$ cat src/rtl/decode_r32i.sv
// decode_r32i: registered RV32I integer decode stage.
// Turns a 32-bit instruction word into ALU controls, register addresses and
// an immediate. An output register plus a skid register keep one instruction
// per cycle flowing while letting execute stall without losing an entry.
module decode_r32i #(
   parameter int dataW = 32
) (
   input  logic             clk,
   input  logic             rst,
   input  logic             flush,
   input  logic             in_valid,
   output logic             in_ready,
   input  logic [31:0]      instr,
   input  logic [dataW-1:0] pc,
   output logic             out_valid,
   input  logic             out_ready,
   output logic [dataW-1:0] out_pc,
   output logic [3:0]       alucode,
   output logic [4:0]       rs1,
   output logic [4:0]       rs2,
   output logic [4:0]       rd,
   output logic [31:0]      imm,
   output logic             a_sel_pc,
   output logic             b_sel_imm,
   output logic             b_negate,
   output logic             reg_write,
   output logic             illegal
);

   // ALU operation codes shared with the execute stage
   localparam logic [3:0] ALU_ADD  = 4'd0;
   localparam logic [3:0] ALU_SLT  = 4'd1;
   localparam logic [3:0] ALU_SLTU = 4'd2;
   localparam logic [3:0] ALU_AND  = 4'd3;
   localparam logic [3:0] ALU_OR   = 4'd4;
   localparam logic [3:0] ALU_XOR  = 4'd5;
   localparam logic [3:0] ALU_SSL  = 4'd6;
   localparam logic [3:0] ALU_SSR  = 4'd7;
   localparam logic [3:0] ALU_SRA  = 4'd8;
   localparam logic [3:0] ALU_CPY  = 4'd9;

   // Major opcodes handled by this stage (all end in 2'b11, so compressed
   // encodings fall through to the illegal default automatically)
   localparam logic [6:0] OPC_OP     = 7'b0110011;
   localparam logic [6:0] OPC_OP_IMM = 7'b0010011;
   localparam logic [6:0] OPC_LUI    = 7'b0110111;
   localparam logic [6:0] OPC_AUIPC  = 7'b0010111;

   localparam logic [6:0] F7_BASE = 7'b0000000;
   localparam logic [6:0] F7_ALT  = 7'b0100000;

   typedef struct packed {
      logic [dataW-1:0] pc;
      logic [3:0]       alucode;
      logic [4:0]       rs1;
      logic [4:0]       rs2;
      logic [4:0]       rd;
      logic [31:0]      imm;
      logic             a_sel_pc;
      logic             b_sel_imm;
      logic             b_negate;
      logic             reg_write;
      logic             illegal;
   } entry_t;

   // Full combinational decode of one instruction word into an entry.
   // Illegal words still produce an entry, but with every control neutralised
   // so that a consumer ignoring the illegal flag cannot write a register.
   function automatic entry_t decode_instr(input logic [31:0] w,
                                           input logic [dataW-1:0] p);
      entry_t     d;
      logic [2:0] f3;
      logic [6:0] f7;
      logic       bad;
      f3    = w[14:12];
      f7    = w[31:25];
      bad   = 1'b0;
      d     = '0;
      d.pc  = p;
      d.rs1 = w[19:15];
      d.rs2 = w[24:20];
      d.rd  = w[11:7];
      case (w[6:0])
         OPC_OP: begin
            if (f7 == F7_BASE) begin
               case (f3)
                  3'b000:  d.alucode = ALU_ADD;
                  3'b001:  d.alucode = ALU_SSL;
                  3'b010:  d.alucode = ALU_SLT;
                  3'b011:  d.alucode = ALU_SLTU;
                  3'b100:  d.alucode = ALU_XOR;
                  3'b101:  d.alucode = ALU_SSR;
                  3'b110:  d.alucode = ALU_OR;
                  default: d.alucode = ALU_AND;
               endcase
            end else if (f7 == F7_ALT && f3 == 3'b000) begin
               // SUB: the operand mux negates B, the ALU just adds
               d.alucode  = ALU_ADD;
               d.b_negate = 1'b1;
            end else if (f7 == F7_ALT && f3 == 3'b101) begin
               d.alucode = ALU_SRA;
            end else begin
               bad = 1'b1;
            end
         end
         OPC_OP_IMM: begin
            d.b_sel_imm = 1'b1;
            d.rs2       = 5'd0;
            d.imm       = {{20{w[31]}}, w[31:20]};
            case (f3)
               3'b000: d.alucode = ALU_ADD;
               3'b010: d.alucode = ALU_SLT;
               3'b011: d.alucode = ALU_SLTU;
               3'b100: d.alucode = ALU_XOR;
               3'b110: d.alucode = ALU_OR;
               3'b111: d.alucode = ALU_AND;
               3'b001: begin
                  // shift amount lives in the rs2 field; upper bits are f7
                  d.imm = {27'd0, w[24:20]};
                  if (f7 == F7_BASE) d.alucode = ALU_SSL;
                  else               bad = 1'b1;
               end
               default: begin
                  d.imm = {27'd0, w[24:20]};
                  if (f7 == F7_BASE)     d.alucode = ALU_SSR;
                  else if (f7 == F7_ALT) d.alucode = ALU_SRA;
                  else                   bad = 1'b1;
               end
            endcase
         end
         OPC_LUI: begin
            d.alucode   = ALU_CPY;
            d.imm       = {w[31:12], 12'd0};
            d.b_sel_imm = 1'b1;
            d.rs1       = 5'd0;
            d.rs2       = 5'd0;
         end
         OPC_AUIPC: begin
            d.alucode   = ALU_ADD;
            d.imm       = {w[31:12], 12'd0};
            d.a_sel_pc  = 1'b1;
            d.b_sel_imm = 1'b1;
            d.rs1       = 5'd0;
            d.rs2       = 5'd0;
         end
         default: bad = 1'b1;
      endcase
      if (bad) begin
         d.alucode   = ALU_ADD;
         d.imm       = '0;
         d.a_sel_pc  = 1'b0;
         d.b_sel_imm = 1'b0;
         d.b_negate  = 1'b0;
      end
      d.illegal   = bad;
      d.reg_write = !bad && (d.rd != 5'd0);
      return d;
   endfunction

   entry_t decoded;
   entry_t out_ent;
   entry_t skid_ent;
   logic   skid_full;
   logic   out_free;
   logic   accept;
   logic   load_from_skid;
   logic   load_new_out;
   logic   load_skid;

   assign decoded = decode_instr(instr, pc);

   // Steering: where (if anywhere) an entry lands on the coming edge
   always_comb begin
      out_free       = !out_valid || out_ready;
      accept         = in_valid && in_ready;
      load_from_skid = !flush && out_free && skid_full;
      load_new_out   = !flush && out_free && !skid_full && accept;
      load_skid      = !flush && !out_free && accept;
   end

   // Occupancy and handshake flags; in_ready simply mirrors "skid empty"
   always_ff @(posedge clk or posedge rst) begin
      if (rst) begin
         out_valid <= 1'b0;
         skid_full <= 1'b0;
         in_ready  <= 1'b1;
      end else if (flush) begin
         out_valid <= 1'b0;
         skid_full <= 1'b0;
         in_ready  <= 1'b1;
      end else begin
         if (out_free) out_valid <= skid_full || accept;
         if (load_from_skid) begin
            skid_full <= 1'b0;
            in_ready  <= 1'b1;
         end else if (load_skid) begin
            skid_full <= 1'b1;
            in_ready  <= 1'b0;
         end
      end
   end

   // Entry storage; cleared on reset so all data outputs read zero (ADD)
   always_ff @(posedge clk or posedge rst) begin
      if (rst) begin
         out_ent  <= '0;
         skid_ent <= '0;
      end else begin
         if (load_from_skid)    out_ent <= skid_ent;
         else if (load_new_out) out_ent <= decoded;
         if (load_skid)         skid_ent <= decoded;
      end
   end

   assign out_pc    = out_ent.pc;
   assign alucode   = out_ent.alucode;
   assign rs1       = out_ent.rs1;
   assign rs2       = out_ent.rs2;
   assign rd        = out_ent.rd;
   assign imm       = out_ent.imm;
   assign a_sel_pc  = out_ent.a_sel_pc;
   assign b_sel_imm = out_ent.b_sel_imm;
   assign b_negate  = out_ent.b_negate;
   assign reg_write = out_ent.reg_write;
   assign illegal   = out_ent.illegal;

endmodule

$ cat config.mk
export PLATFORM = sky130hd
export DESIGN_NAME = decode_r32i
export DESIGN_NICKNAME = d
export VERILOG_FILES = /design/src/rtl/decode_r32i.sv
export SDC_FILE = /design/constraint.sdc
export NUM_CORES = 1
export LEC_CHECK = 0
export ABC_AREA = 0
export CAP_MARGIN = 20
export CELL_PAD_IN_SITES_DETAIL_PLACEMENT = 0
export CELL_PAD_IN_SITES_GLOBAL_PLACEMENT = 1
export CORE_ASPECT_RATIO = 0.7
export CORE_MARGIN = 1
export CORE_UTILIZATION = 42
export CTS_CLUSTER_SIZE = 40
export DETAILED_ROUTE_END_ITERATION = 10
export PLACE_DENSITY = 0.9
export REMOVE_ABC_BUFFERS = 1
export SLEW_MARGIN = 25
export SYNTH_ARGS = -nofsm -noshare
export SYNTH_HDL_FRONTEND = slang
export SYNTH_SLANG_ARGS = --single-unit
export TNS_END_PERCENT = 20
$ cat constraint.sdc
create_clock -name clk -period 13.8 [get_ports clk]
set_clock_uncertainty 0.05 [all_clocks]
set_input_delay 2.76 -clock clk [delete_from_list [all_inputs] [get_ports clk]]
set_output_delay 2.76 -clock clk [all_outputs]
set_load 0.02 [all_outputs]
==> results_dict.tcl <==
set metrics [dict create \
    status "finished clean" \
    ys_types 44 \
    post_route_worst_setup_slack_ns 8.765 \
    die_w_um 159.7 \
    floorplan.io_pins 159 \
    area_growth_syn_to_layout_pct 33.18 \
    vdd.ir_drop.worst_uv 80.40 \
    crit_arrival_ns 5.29 \
    cts_tree "yes" \
    power_switching_share 0.2597 \
    timing.setup.critical_path_class "primary input to register" \
    p_int_uw 1025 \
    synthesis.area_um2 7316 \
    num-fill-cells 1383 \
    core_um2 16690 \
    post_synth_most_frequent_cells "178 x dfrtp_1, 168 x nand2_1, 52 x inv_1, 50 x o21ai_0, 49 x a222oi_1" \
    critical_path_required_ns 14.06 \
    yosys-top-cells-area "dfrtp_1 61%, nand2_1 8.6%, a222oi_1 6.7%, a22oi_1 3.9%, o21ai_0 3.4%" \
    most_instantiated_flip_flop_cell_in_the_synthesis_netlist "dfrtp_1" \
    power_uw 1385 \
    timing.final.setup_violations 0 \
    routabilityCongestion 0.7747 \
    worst_skew_pair.late_latency_ns 0.42 \
    timing.max_cap.violations 0 \
    path_cells "clkdlybuf4s50_1, nand2b_1, or2_4, buf_4, nor2_1, a22o_1" \
    rows 39 \
    placed_cells 1047 \
    power_switching_uw 359.7 \
    route.detailed.vias_per_inst 5.604 \
    number_of_standard_cells_after_synthesis 709 \
    place.port_buffers 158 \
    ant_nets 0 \
    report.final.slew_viol_count 0 \
    maxSlewHeadroom 0.3324 \
    layout.cells.non_filler 1080 \
    numClockSinks 179 \
    tns_ns 0 \
    maximum_clock_frequency_mhz 198.6 \
    instance_count_along_the_most_critical_hold_path 2 \
    seq_area_frac_synth 0.6125 \
    first_pass_grt_wire_length_um 31640 \
    post_cts_buffers 0 \
    area_of_the_die_um2 17960 \
    timing.critical_path.to_type "register" \
    die_height_um 112.4 \
    cts-buffers-inserted 17 \
    finalNetCount 911 \
    setup.worst_path.start_class "primary input" \
    pwr_density_cell_nw_per_um2 142.1 \
    via_count_of_the_first_global_routing_pass 5812 \
    critical_path.slowest_cell "buf_4" \
    worst_case_reg_to_reg_path_depth 6 \
    clk_transition_reported_paths_ns 0.06 \
    grt_start_max_net_pins 113 \
    grt.total_usage 0.2239 \
    synth_enable_flop_cells 0 \
    tightest_slew_ns 1.001 \
    cts.root.buffer_cell "clkbuf_16" \
    pwr-share-clk 0.387 \
    critical_path.max_fanout 90 \
    yosys.cell_count.top_type "dfrtp_1" \
    antenna_cells 0 \
    power.leakage_uw 0.004509 \
    drcViolationCount 0 \
    peak_per_stage_delay_on_the_critical_path_ns 0.75 \
    detailed_place_hpwl_um 11850 \
    worstHoldPathType "register to register" \
    antenna_violations_before_repair 0 \
    synth-warning-count 0 \
    post_synth.cell_area_avg_um2 10.32 \
    postPlaceCellArea_um2 9061 \
    clk_path_buf_depth 2 \
    synth.ff_latch_count 179 \
    first_iter_violations 794 \
    drtPass1Iterations 8 \
    totalWireLength_um 19370 \
    dp_slack_ns 8.356 \
    post_route_cells_drive_above_1_share 0.06316 \
    netlist.area_leader.share 0.6089 \
    cts_hold_repair.buffers 0 \
    timing.final.crit_period_ns 5.035 \
    start_util 0.4384 \
    routed_wirelength_normalized_by_instance_count_um 17.94 \
    rsz_0062_raised_after_global_routing "false" \
    post_cts_resize_count 0 \
    synth-async-reset-ratio 1.000 \
    htreeDepth 4 \
    final_period_util 0.3648 \
    synth_top_cell_by_area "dfrtp_1" \
    stdcell_area_um2 9743 \
    grt_remaining_overflow 0 \
    route.vias.total 6052 \
    power_frac_comb 0.159 \
    final_hold_violation_count 0 \
    p_seq_frac 0.454 \
]
[power groups by stage]
stage               Sequential [uW]  Combinational [uW]  Clock [uW]
finish                          629                 220         536
global route                    637                 242         566
CTS                             628                 222         544
detailed placement              636                 221           0
global placement                636                 216           0
floorplan                       662                81.8           0
[kinds of logic (layout without fill, tap and decap cells)]
family / Yosys count / count (layout) / share of synthesized area
DFF: 179 / 179 / 0.6125
xor gates and xnor gates: 1 / 1 / 0.001197
and+or+nand+nor: 227 / 227 / 0.1355
AOI/OAI and AO/OA: 198 / 198 / 0.1958
buffers and inverters: 104 / 250 / 0.05507
[per-stage QoR]
stage / hold WS, ns / util
detailed placement: 0.4109 / 0.5430
finish: 0.4234 / 0.5838
floorplan: 0.3891 / -
global route: 0.4544 / 0.5838
CTS: 0.4249 / 0.5825
global placement: 0.4053 / 0.5430
[layout by cell type (no fill, tap or decap), types with 2 or more instances in the layout]
master / instances
clkbuf_8: 2
a22o_1: 15
or4_1: 2
inv_1: 51
nand2_1: 168
clkinvlp_4: 4
clkbuf_16: 17
buf_4: 7
a22oi_1: 38
o31ai_1: 3
nor2_4: 2
a222oi_1: 49
o21ai_0: 50
bufinv_16: 5
and3_1: 4
clkdlybuf4s50_1: 158
a21oi_1: 20
nor3_1: 4
nor2b_1: 6
nand4_1: 3
nor2_1: 9
nor3_2: 2
dfrtp_1: 178
nand3_1: 12
o21ai_1: 13
nand2b_1: 3
[per-layer routing]
| metal | vias up | share of wire | track usage |
|---|---|---|---|
| met5 | - | 0 | 0 |
| met4 | 0 | 0.0044 | 0.04615 |
| met3 | 9 | 0.081 | 0.05987 |
| met2 | 268 | 0.42 | 0.3092 |
| met1 | 2993 | 0.50 | 0.3493 |
| li1 | 2782 | - | - |
[state kept, by name, indices dropped and copies added (netlist names)]
register / count
rs2: 5
illegal: 1
skid_ent: 88
b_sel_imm: 1
rs1: 5
out_valid: 1
b_negate: 1
skid_full: 1
alucode: 4
reg_write: 1
in_ready: 1
out_pc: 32
imm: 32
a_sel_pc: 1
rd: 5
[worst max-delay path: cells and delay by family]
kind,cells,cell delay [ns]
AO/OA/AOI/OAI,1,0.24
buffers and inverters,2,1.36
AND/OR/NAND/NOR,3,0.85
[path summary, 6_finish.rpt]
| path | endpoint | slack, ns | startpoint |
|---|---|---|---|
| worst max-delay path | skid_ent[42] | 8.77 | flush |
| worst min-delay path | skid_ent[51] | 0.42 | skid_ent[51] |
| worst max register to register | skid_ent[42] | 11.20 | out_valid |
| worst min register to register | skid_ent[51] | 0.42 | skid_ent[51] |
| max in group asynchronous | skid_ent[36] | 9.48 | rst |
| min in group asynchronous | illegal | 2.84 | rst |
[layout make-up]
| cell class | instances | area, um2 | share of cell area |
|---|---|---|---|
| flip-flops and latches | 179 | 4481 | 0.4599 |
| multi-input cells | 426 | 2465 | 0.2530 |
| repair buffers | 166 | 1654 | 0.1698 |
| clock buffers | 20 | 456.7 | 0.04687 |
| well taps | 225 | 281.5 | 0.02889 |
| clock inverters | 12 | 202.7 | 0.02080 |
| inverters | 52 | 202.7 | 0.02080 |
Power figures use the tool's default switching activity.
